==> src/rtl/uart_pkg.sv <==
// uart_pkg: constants shared by the UART transmitter and receiver.
// Holds the baud divisor table, the receiver state encoding and the oversampling ratios.
package uart_pkg;

    localparam int OVERSAMPLE = 16;
    localparam int MID_SAMPLE = 8;
    localparam int DIV_W      = 14;

    typedef enum logic [2:0] {IDLE, START, DATA, PARITY, STOP} rx_state_t;

    // clk cycles per 16x sample tick at 50 MHz
    function automatic logic [DIV_W-1:0] baud_div(input logic [2:0] sel);
        case (sel)
            3'b000:  return 14'd10417;
            3'b001:  return 14'd2604;
            3'b010:  return 14'd651;
            3'b011:  return 14'd326;
            3'b100:  return 14'd163;
            3'b101:  return 14'd81;
            3'b110:  return 14'd54;
            default: return 14'd27;
        endcase
    endfunction

endpackage

==> src/rtl/baud_controller.sv <==
// baud_controller: 16x oversample tick generator.
// restart zeroes the phase and latches baud_select for the coming frame.
module baud_controller
    import uart_pkg::*;
(
    input  logic       clk,
    input  logic       reset,
    input  logic [2:0] baud_select,
    input  logic       restart,
    output logic       sample_en
);

    logic [DIV_W-1:0] cnt;
    logic [DIV_W-1:0] div;

    assign sample_en = !restart && cnt == div - 1'b1;

    always_ff @(posedge clk) begin
        if (reset || restart) begin
            cnt <= '0;
            div <= baud_div(baud_select);
        end else begin
            cnt <= sample_en ? '0 : cnt + 1'b1;
        end
    end

endmodule

==> src/rtl/uart_receiver.sv <==
// uart_receiver: 16x oversampled UART receiver with one-cycle valid/error strobes.
// Define UART_RX_PARITY_EN for frames with an even parity bit before the stop bit.
module uart_receiver
    import uart_pkg::*;
#(
    parameter int SYNC_STAGES = 2
) (
    input  logic       clk,
    input  logic       reset,
    input  logic [2:0] baud_select,
    input  logic       Rx_EN,
    input  logic       RxD,
    output logic [7:0] Rx_DATA,
    output logic       Rx_VALID,
    output logic       Rx_FERROR,
    output logic       Rx_PERROR
);

    localparam logic [3:0] MID_LAST = 4'(MID_SAMPLE - 1);
    localparam logic [3:0] BIT_LAST = 4'(OVERSAMPLE - 1);

`ifdef UART_RX_PARITY_EN
    localparam rx_state_t AFTER_DATA = PARITY;
    logic par_bad;
`else
    localparam rx_state_t AFTER_DATA = STOP;
    assign Rx_PERROR = 1'b0;
`endif

    rx_state_t              state;
    logic [SYNC_STAGES-1:0] sync;
    logic [3:0]             tcnt;
    logic [2:0]             bcnt;
    logic [7:0]             shreg;
    logic                   need_high;
    logic                   rx;
    logic                   restart;
    logic                   sample_en;
    logic                   bit_end;

    assign rx      = sync[SYNC_STAGES-1];
    // after a framing error the line must return high first, so a held break yields one frame
    assign restart = state == IDLE && Rx_EN && !rx && !need_high;
    assign bit_end = sample_en && tcnt == BIT_LAST;

    baud_controller u_baud (
        .clk(clk),
        .reset(reset),
        .baud_select(baud_select),
        .restart(restart),
        .sample_en(sample_en)
    );

    always_ff @(posedge clk) begin
        if (reset) begin
            sync      <= '1;
            state     <= IDLE;
            tcnt      <= '0;
            bcnt      <= '0;
            shreg     <= '0;
            need_high <= 1'b0;
            Rx_DATA   <= '0;
            Rx_VALID  <= 1'b0;
            Rx_FERROR <= 1'b0;
`ifdef UART_RX_PARITY_EN
            Rx_PERROR <= 1'b0;
            par_bad   <= 1'b0;
`endif
        end else begin
            sync      <= {sync[SYNC_STAGES-2:0], RxD};
            Rx_VALID  <= 1'b0;
            Rx_FERROR <= 1'b0;
`ifdef UART_RX_PARITY_EN
            Rx_PERROR <= 1'b0;
`endif
            if (sample_en) tcnt <= tcnt == BIT_LAST ? '0 : tcnt + 1'b1;
            if (state != IDLE && !Rx_EN) state <= IDLE;
            else case (state)
                IDLE: begin
                    if (rx) need_high <= 1'b0;
                    if (restart) begin
                        state <= START;
                        tcnt  <= '0;
                        bcnt  <= '0;
                    end
                end
                START: if (sample_en && tcnt == MID_LAST) begin
                    tcnt  <= '0;
                    state <= rx ? IDLE : DATA;
                end
                DATA: if (bit_end) begin
                    shreg <= {rx, shreg[7:1]};
                    bcnt  <= bcnt + 1'b1;
                    if (bcnt == 3'd7) state <= AFTER_DATA;
                end
`ifdef UART_RX_PARITY_EN
                PARITY: if (bit_end) begin
                    par_bad <= rx ^ (^shreg);
                    state   <= STOP;
                end
`endif
                STOP: if (bit_end) begin
                    Rx_DATA   <= shreg;
                    Rx_FERROR <= !rx;
                    need_high <= !rx;
`ifdef UART_RX_PARITY_EN
                    Rx_VALID  <= rx && !par_bad;
                    Rx_PERROR <= par_bad;
`else
                    Rx_VALID  <= rx;
`endif
                    state     <= IDLE;
                end
                default: state <= IDLE;
            endcase
        end
    end

endmodule

==> config.mk <==
export PLATFORM = sky130hd
export DESIGN_NAME = uart_receiver
export DESIGN_NICKNAME = d
export VERILOG_FILES = /design/src/rtl/uart_pkg.sv /design/src/rtl/baud_controller.sv /design/src/rtl/uart_receiver.sv
export SDC_FILE = /design/constraint.sdc
export NUM_CORES = 1
export LEC_CHECK = 0
export CORE_ASPECT_RATIO = 0.7
export CORE_UTILIZATION = 53
export CTS_CLUSTER_SIZE = 10
export DETAILED_ROUTE_END_ITERATION = 7
export PLACE_DENSITY_LB_ADDON = 0.12
export SYNTH_ARGS = -nofsm -noshare
export SYNTH_HDL_FRONTEND = slang
export SYNTH_SLANG_ARGS = --single-unit
export TNS_END_PERCENT = 10
==> constraint.sdc <==
create_clock -name clk -period 2.9 [get_ports clk]
set_clock_uncertainty 0.2 [all_clocks]
set_input_delay 0.58 -clock clk [delete_from_list [all_inputs] [get_ports clk]]
set_output_delay 0.58 -clock clk [all_outputs]
set_load 0.005 [all_outputs]
* Yosys cells after proc, flatten, opt, wreduce, memory -nomap -nowiden
Cells that the tools add are included.
Operators by class: reduce and logical (&&, ||, !) cells 25, eq/ne operators 19, bitwise operators 3, $add $sub $neg 4, muxes and demuxes 20
Operator list (number):
- one-hot mux 14 bit (7 select lines) | 1
- two-way mux 3 bit | 7
- two-way mux 4 bit | 5
- equality test 3 bit (second input constant) | 5
- adder 14 x 1 -> 14 bit (second input constant) | 1
- equality test 14 bit | 1
- subtractor 14 x 1 -> 14 bit (second input constant) | 1
- one-hot mux 3 bit (4 select lines) | 1
- != test 2 bit (second input constant) | 5
- equality test 3 x 2 -> 1 bit (second input constant) | 3
- one-hot mux 4 bit (2 select lines) | 1
- AND reduction 4 bit | 2
- logical AND 1 bit | 7
- equality test 3 x 1 -> 1 bit (second input constant) | 2
- logical NOT 3 bit | 2
- one-hot mux 3 bit (2 select lines) | 1
- AND reduction 3 bit | 2
- AND reduction 5 bit | 1
- adder 4 x 1 -> 4 bit (second input constant) | 1
- equality test 4 x 3 -> 1 bit (second input constant) | 1
- equality test 4 bit (second input constant) | 1
- logical NOT 1 bit | 4
- nonzero test 2 bit | 2
- OR reduction 2 bit | 2
- 9 further kinds | 12
Storage, ports and cells: word-level logic and storage cells 82, bits of input ports 7, output and inout bits 11, flip-flop bits (word level) 59

* Longest topological paths before layout
depth after elaboration 10, gate-level depth with buffers 11, mapped depth without buffers 9

* Modules after synthesis
Synthesis repeated with hierarchy kept, for this count alone.
Unflattened totals: cell total of the unflattened synthesis 305, area total of the unflattened synthesis 2824.0 sq um
Modules (own cells, without submodules):
- baud_controller | area an instance 1520.2 sq um, instances 1, cells an instance 160, sequential area each 640.6 sq um
- uart_receiver | area an instance 1303.8 sq um, instances 1, cells an instance 145, sequential area each 620.6 sq um

* Worst setup path after synthesis
OpenSTA, ideal clock, no wires.
path type reg-to-reg, start point reg u_baud.div[0], end point reg bcnt[1], slack -0.027 ns, data required time 2.568 ns, buffers on the path 0, arrival 2.595 ns, stages on the path, launching flop included 10, library setup time 0.132 ns, period minus slack after synthesis 2.927 ns, cells stage by stage edfxtp_1 -> inv_1 -> ha_1 -> nor3b_2 -> xnor2_1 -> a2111oi_2 -> nand4b_1 -> or4_4 -> a31oi_1 -> o32ai_1
Between the ends: word-level cells in the longest chain between the ends 6
RTL lines:
- from (decl) | RTL line baud_controller.sv:14 | logic [DIV_W-1:0] div;
- from (signal assigned) | RTL line baud_controller.sv:21 | div <= baud_div(baud_select);
- subtractor 14 x 1 -> 14 bit | RTL line baud_controller.sv:16 | assign sample_en = !restart && cnt == div - 1'b1;
- equality test 14 bit | RTL line baud_controller.sv:16
- logical AND 1 bit | RTL line baud_controller.sv:16
- logical AND 1 bit | RTL line uart_receiver.sv:44 | assign bit_end = sample_en && tcnt == BIT_LAST;
- != test 2 bit (no source line)
- AND reduction 4 bit (no source line)
- to (signal assigned) | RTL line uart_receiver.sv:93 | bcnt <= bcnt + 1'b1;
- to (decl) | RTL line uart_receiver.sv:33 | logic [2:0] bcnt;
Every way passes these cells. A chain may end at the register's enable or synchronous reset.

* Final worst setup path
start point reg u_baud.div[1], end point reg state[2]
Between the ends: word-level cells in the longest chain between the ends 6, elaborated cells between the ends (all ways) 9, classes of those cells add/sub: 1; eq/ne: 4; reduce/logical: 4
RTL lines:
- subtractor 14 x 1 -> 14 bit (*) | RTL line baud_controller.sv:16
- equality test 14 bit (*) | RTL line baud_controller.sv:16
- logical AND 1 bit (*) | RTL line baud_controller.sv:16
- logical AND 1 bit, on equally long branches | RTL line uart_receiver.sv:87, uart_receiver.sv:44
- != test 2 bit (no source line)
- AND reduction 5 bit (no source line) (*)
- to (signal assigned) | RTL line uart_receiver.sv:89 | state <= rx ? IDLE : DATA;
- to (decl) | RTL line uart_receiver.sv:30 | rx_state_t state;
Every way passes the cells marked *; elsewhere a longest branch is shown, timed or not.

==> summary by stage <==
Outcome
The run finished with clean final reports.

Setup path
The largest fanout on the critical path is 4. STA classifies the critical path startpoint as a flop. Broken down by cell family, the worst path's largest delay share belongs to simple AND/OR/NAND/NOR gates. The delay of the slowest critical-path stage is 0.60 ns. The worst setup slack for register-to-register paths is 0.02 ns. The slowest stage of the critical path belongs to the cell or4_4.

The type of element capturing the critical path is a flop. The data arrival time at the worst-slack endpoint is 2.95 ns. The origin of the worst setup path is u_baud.div[1]. The number of buffers and inverters on the critical path is 1. For the worst setup path, the data required time is 2.97 ns.

The signal on the critical path passes through inv_1 > ha_2 > nor3b_4 > xnor2_2 > a2111oi_2 > nand4b_1 > or4_4 > or2_1 > a21boi_1. By startpoint and endpoint, the worst setup path is classified as flop to flop. The startpoint of the worst-slack reg-to-reg timing path is u_baud.div[1].

Power and ir drop
The share of total power dissipated in sequential elements is 0.499. The analysis attributes to cell leakage a power of 1.44 nW. The peak supply drop is 0.000327 V.

The share of total power dissipated in combinational logic is 0.098. Of the total power, the share spent switching nets is 0.258. The share of total power dissipated in the clock network is 0.403.

The net switching power is 0.441 mW. For this design the ratio of total power to cell area is 471 nW/µm². The internal power consumption is 1.27 mW.

Clocking
After clock tree synthesis, the clock-pin slew on the worst setup and hold paths is 0.06 ns. The number of buffers inserted during clock tree synthesis is 9. The clock reaches the later pin of the worst-skew pair after 0.34 ns. The library cell used as clock root buffer is clkbuf_8. TritonCTS built the clock tree. The hold-fix buffer count after cts is 0. No sink is reached through more buffers than the 2 on the longest clock path. The H-tree depth is 3. Counting every sink on the clock net gives 57.

STA
The total negative setup slack is 0 ns. The final count of hold timing violations is 0. The final max-slew violation count came to 0. Setup repair after global routing could not meet its margin everywhere. The post-route clock period utilization is 0.993. The time the worst path needs with I/O delays and setup is 2.88 ns. Static timing analysis puts the maximum clock frequency at 0.347 GHz. Setup violations remaining at the end of the flow were counted as 0.

Route
The per-cell via count in the routed design is 5.54. After the first detailed-routing iteration, the DRC count stood at 152. After detailed routing, the number of remaining DRC violations is 0. The detailed-route wire length per cell is 14.4 µm. The total wire length is 6260 µm. The final antenna-violating net count is 0. The via total after detailed routing is 2,408. The number of detailed-routing iterations run before antenna repair is 4.

Synth
Of the synthesized area, sequential elements account for 0.433. Counting flops and latches in the post-synthesis netlist gives 57. For this run, asynchronously set or reset flops after synthesis account for 0.

The number of synthesis warnings is 0. In the synthesized netlist the dominant register cell turns out to be dfxtp_1. Yosys mapped a number of flops with a built-in enable equal to 12. Synthesis instantiated 59 different standard cells from the library.

The synthesized netlist cell count is 316. The post-synth net total is 328. Dividing the synthesized area by the synthesized cell count gives 9.23 µm².

In this run the cell area of the synthesized design comes to 2920 µm².

Layout
Of the cells placed in the final design, the portion with a size suffix greater than 1 is 0.201. Relative to the synthesized area, the layout overhead comes to 24.2%. In the layout the commonest cells are dfxtp_1 (45), nor2_1 (42), buf_4 (27), nand2_1 (19), mux2i_1 (18).

The diode insertion count for antenna repair is 0. Leaving out fill and tap cells, the most frequent cell in the layout is dfxtp_1. The final layout contains 370 nets. Excluding fillers, the count of instances in the completed layout stands at 435.

Min path
The path type of the worst min-delay path is flop to flop. The worst hold path begins at sync[0].

Job
The tool flagged a number of max-cap violations equal to 0.

Global routing
The number of global-route vias before repair is 2,103. The maximum number of pins on one net before global-route repair is 15. In the global route stage, overall resource usage came out at 0.224. The first global-routing pass estimated 9990 µm of wire. The overflow left after global routing is 0. The initial antenna violation count came to 0.

Placed design
The number of instances in the placed design is 417. During placement, the flow inserted port buffers numbering 16. The final weighted congestion of routability-driven global placement is 0.844.

After legalization and detailed placement, the total HPWL measured 4510 µm.

Floorplanning
The count of boundary I/O pins is 18. The core area is 5260 µm². The die covers 5810 µm². Measured along the x axis, the die boundary spans 90.6 µm.

Row generation in the floorplan step produced 22 rows. The die extent in y is 64.1 µm. The initial cell density of the core is 0.554.
[metrics by stage]
stage	cell area (µm²)	utilization	hold WS [ns]	power (mW)	setup WS [ns]
final	3620	0.689	0.211	1.71	0.0212
after global routing	3620	0.689	0.223	1.78	-0.151
after CTS	3520	0.670	0.217	1.71	0.00724
after detailed placement	3330	0.633	0.201	1.02	-0.0354
after global placement	3330	0.633	0.190	1.02	0.0658
after floorplan	2920	-	0.189	0.963	0.0224
[worst register-to-register path: cells and delay by family, from the launching register on]
family | cells | cell delay [ns]
compound gates | 2 | 0.43
xor+xnor | 1 | 0.16
fa+ha+maj | 1 | 0.18
buf+inv | 1 | 0.08
flops | 1 | 0.42
simple gates | 4 | 1.33
[area by class of cell]
class                      count  area, µm²
timing repair buffer          46        405
clock inverter                 6       40.0
clock buffer                  10        149
sequential                    57       1260
fill                         425       1640
tap                           72       90.1
inverter                      14       52.6
multi-input combinational    230       1620
[worst paths after layout]
kind | end | depth (start not counted)
worst min register to register | sync[1] | 1
worst max register to register | state[2] | 9
worst min-delay path | sync[1] | 1
worst max-delay path | state[2] | 9
[registers in the layout, summed over array words and instances (netlist names), 2 cells and up]
| signal | cells |
|---|---|
| sync | 2 |
| shreg | 8 |
| u_baud.div | 12 |
| tcnt | 4 |
| bcnt | 3 |
| state | 3 |
| Rx_DATA | 8 |
| u_baud.cnt | 14 |
[power groups by stage]
| stage | Clock [mW] | Sequential [mW] | Combinational [mW] |
|---|---|---|---|
| floorplan | 0 | 0.865 | 0.0977 |
| global placement | 0 | 0.867 | 0.154 |
| detailed placement | 0 | 0.868 | 0.156 |
| CTS | 0.705 | 0.851 | 0.157 |
| global route | 0.739 | 0.855 | 0.183 |
| finish | 0.689 | 0.852 | 0.167 |
[logic make-up after synthesis]
group,count (synthesis),share of synthesized area
adders and majority gates,5,0.0215
DFF,57,0.433
buffers and inverters,29,0.0433
and+or+nand+nor,137,0.252
muxes,19,0.0652
AOI/OAI and AO/OA,42,0.106
xor gates and xnor gates,26,0.0781
other,1,0.00129
[synth_stat cells, types with 2 or more instances]
master     n  share of area
nand3_1   11          0.019
or2_0      2         0.0043
nand3b_1   4          0.010
and3_1     7          0.015
nor2_1    42          0.054
nor4_1     4         0.0086
mux2i_1   19          0.065
a21boi_0   2         0.0051
o211a_1    2         0.0069
xnor2_1   11          0.033
o21a_1     2         0.0051
or2_2      5          0.011
nor4b_1    3         0.0090
or4_4      2         0.0077
o32ai_1    2         0.0060
buf_2      5         0.0086
ha_1       5          0.021
clkbuf_1   7         0.0090
o31ai_1    3         0.0077
o21ai_0    6          0.010
edfxtp_1  12           0.12
and4_1     2         0.0060
inv_1     14          0.018
xor2_1    15          0.045
nand2_1   19          0.024
a31oi_1    2         0.0043
nor3b_1    4          0.010
nor3_1    11          0.019
nand2b_1   3         0.0064
a21oi_1    7          0.012
nand4_1    9          0.019
dfxtp_1   45           0.31
a21o_1     3         0.0077
[repair_timing]
item	in CTS	in global routing
pin swaps	0	12
resized for setup	1	22
cloned	0	1
setup buffers	0	1
setup endpoints to repair	3	39
[per-layer routing]
metal  up-vias  track usage  part of all wire
li1       1222            -                 -
met1      1116        0.317              0.51
met2        60        0.316              0.42
met3        10       0.0726             0.054
met4         0       0.0786             0.013
met5         -            0                 0
(Power assumes the default switching activity.)
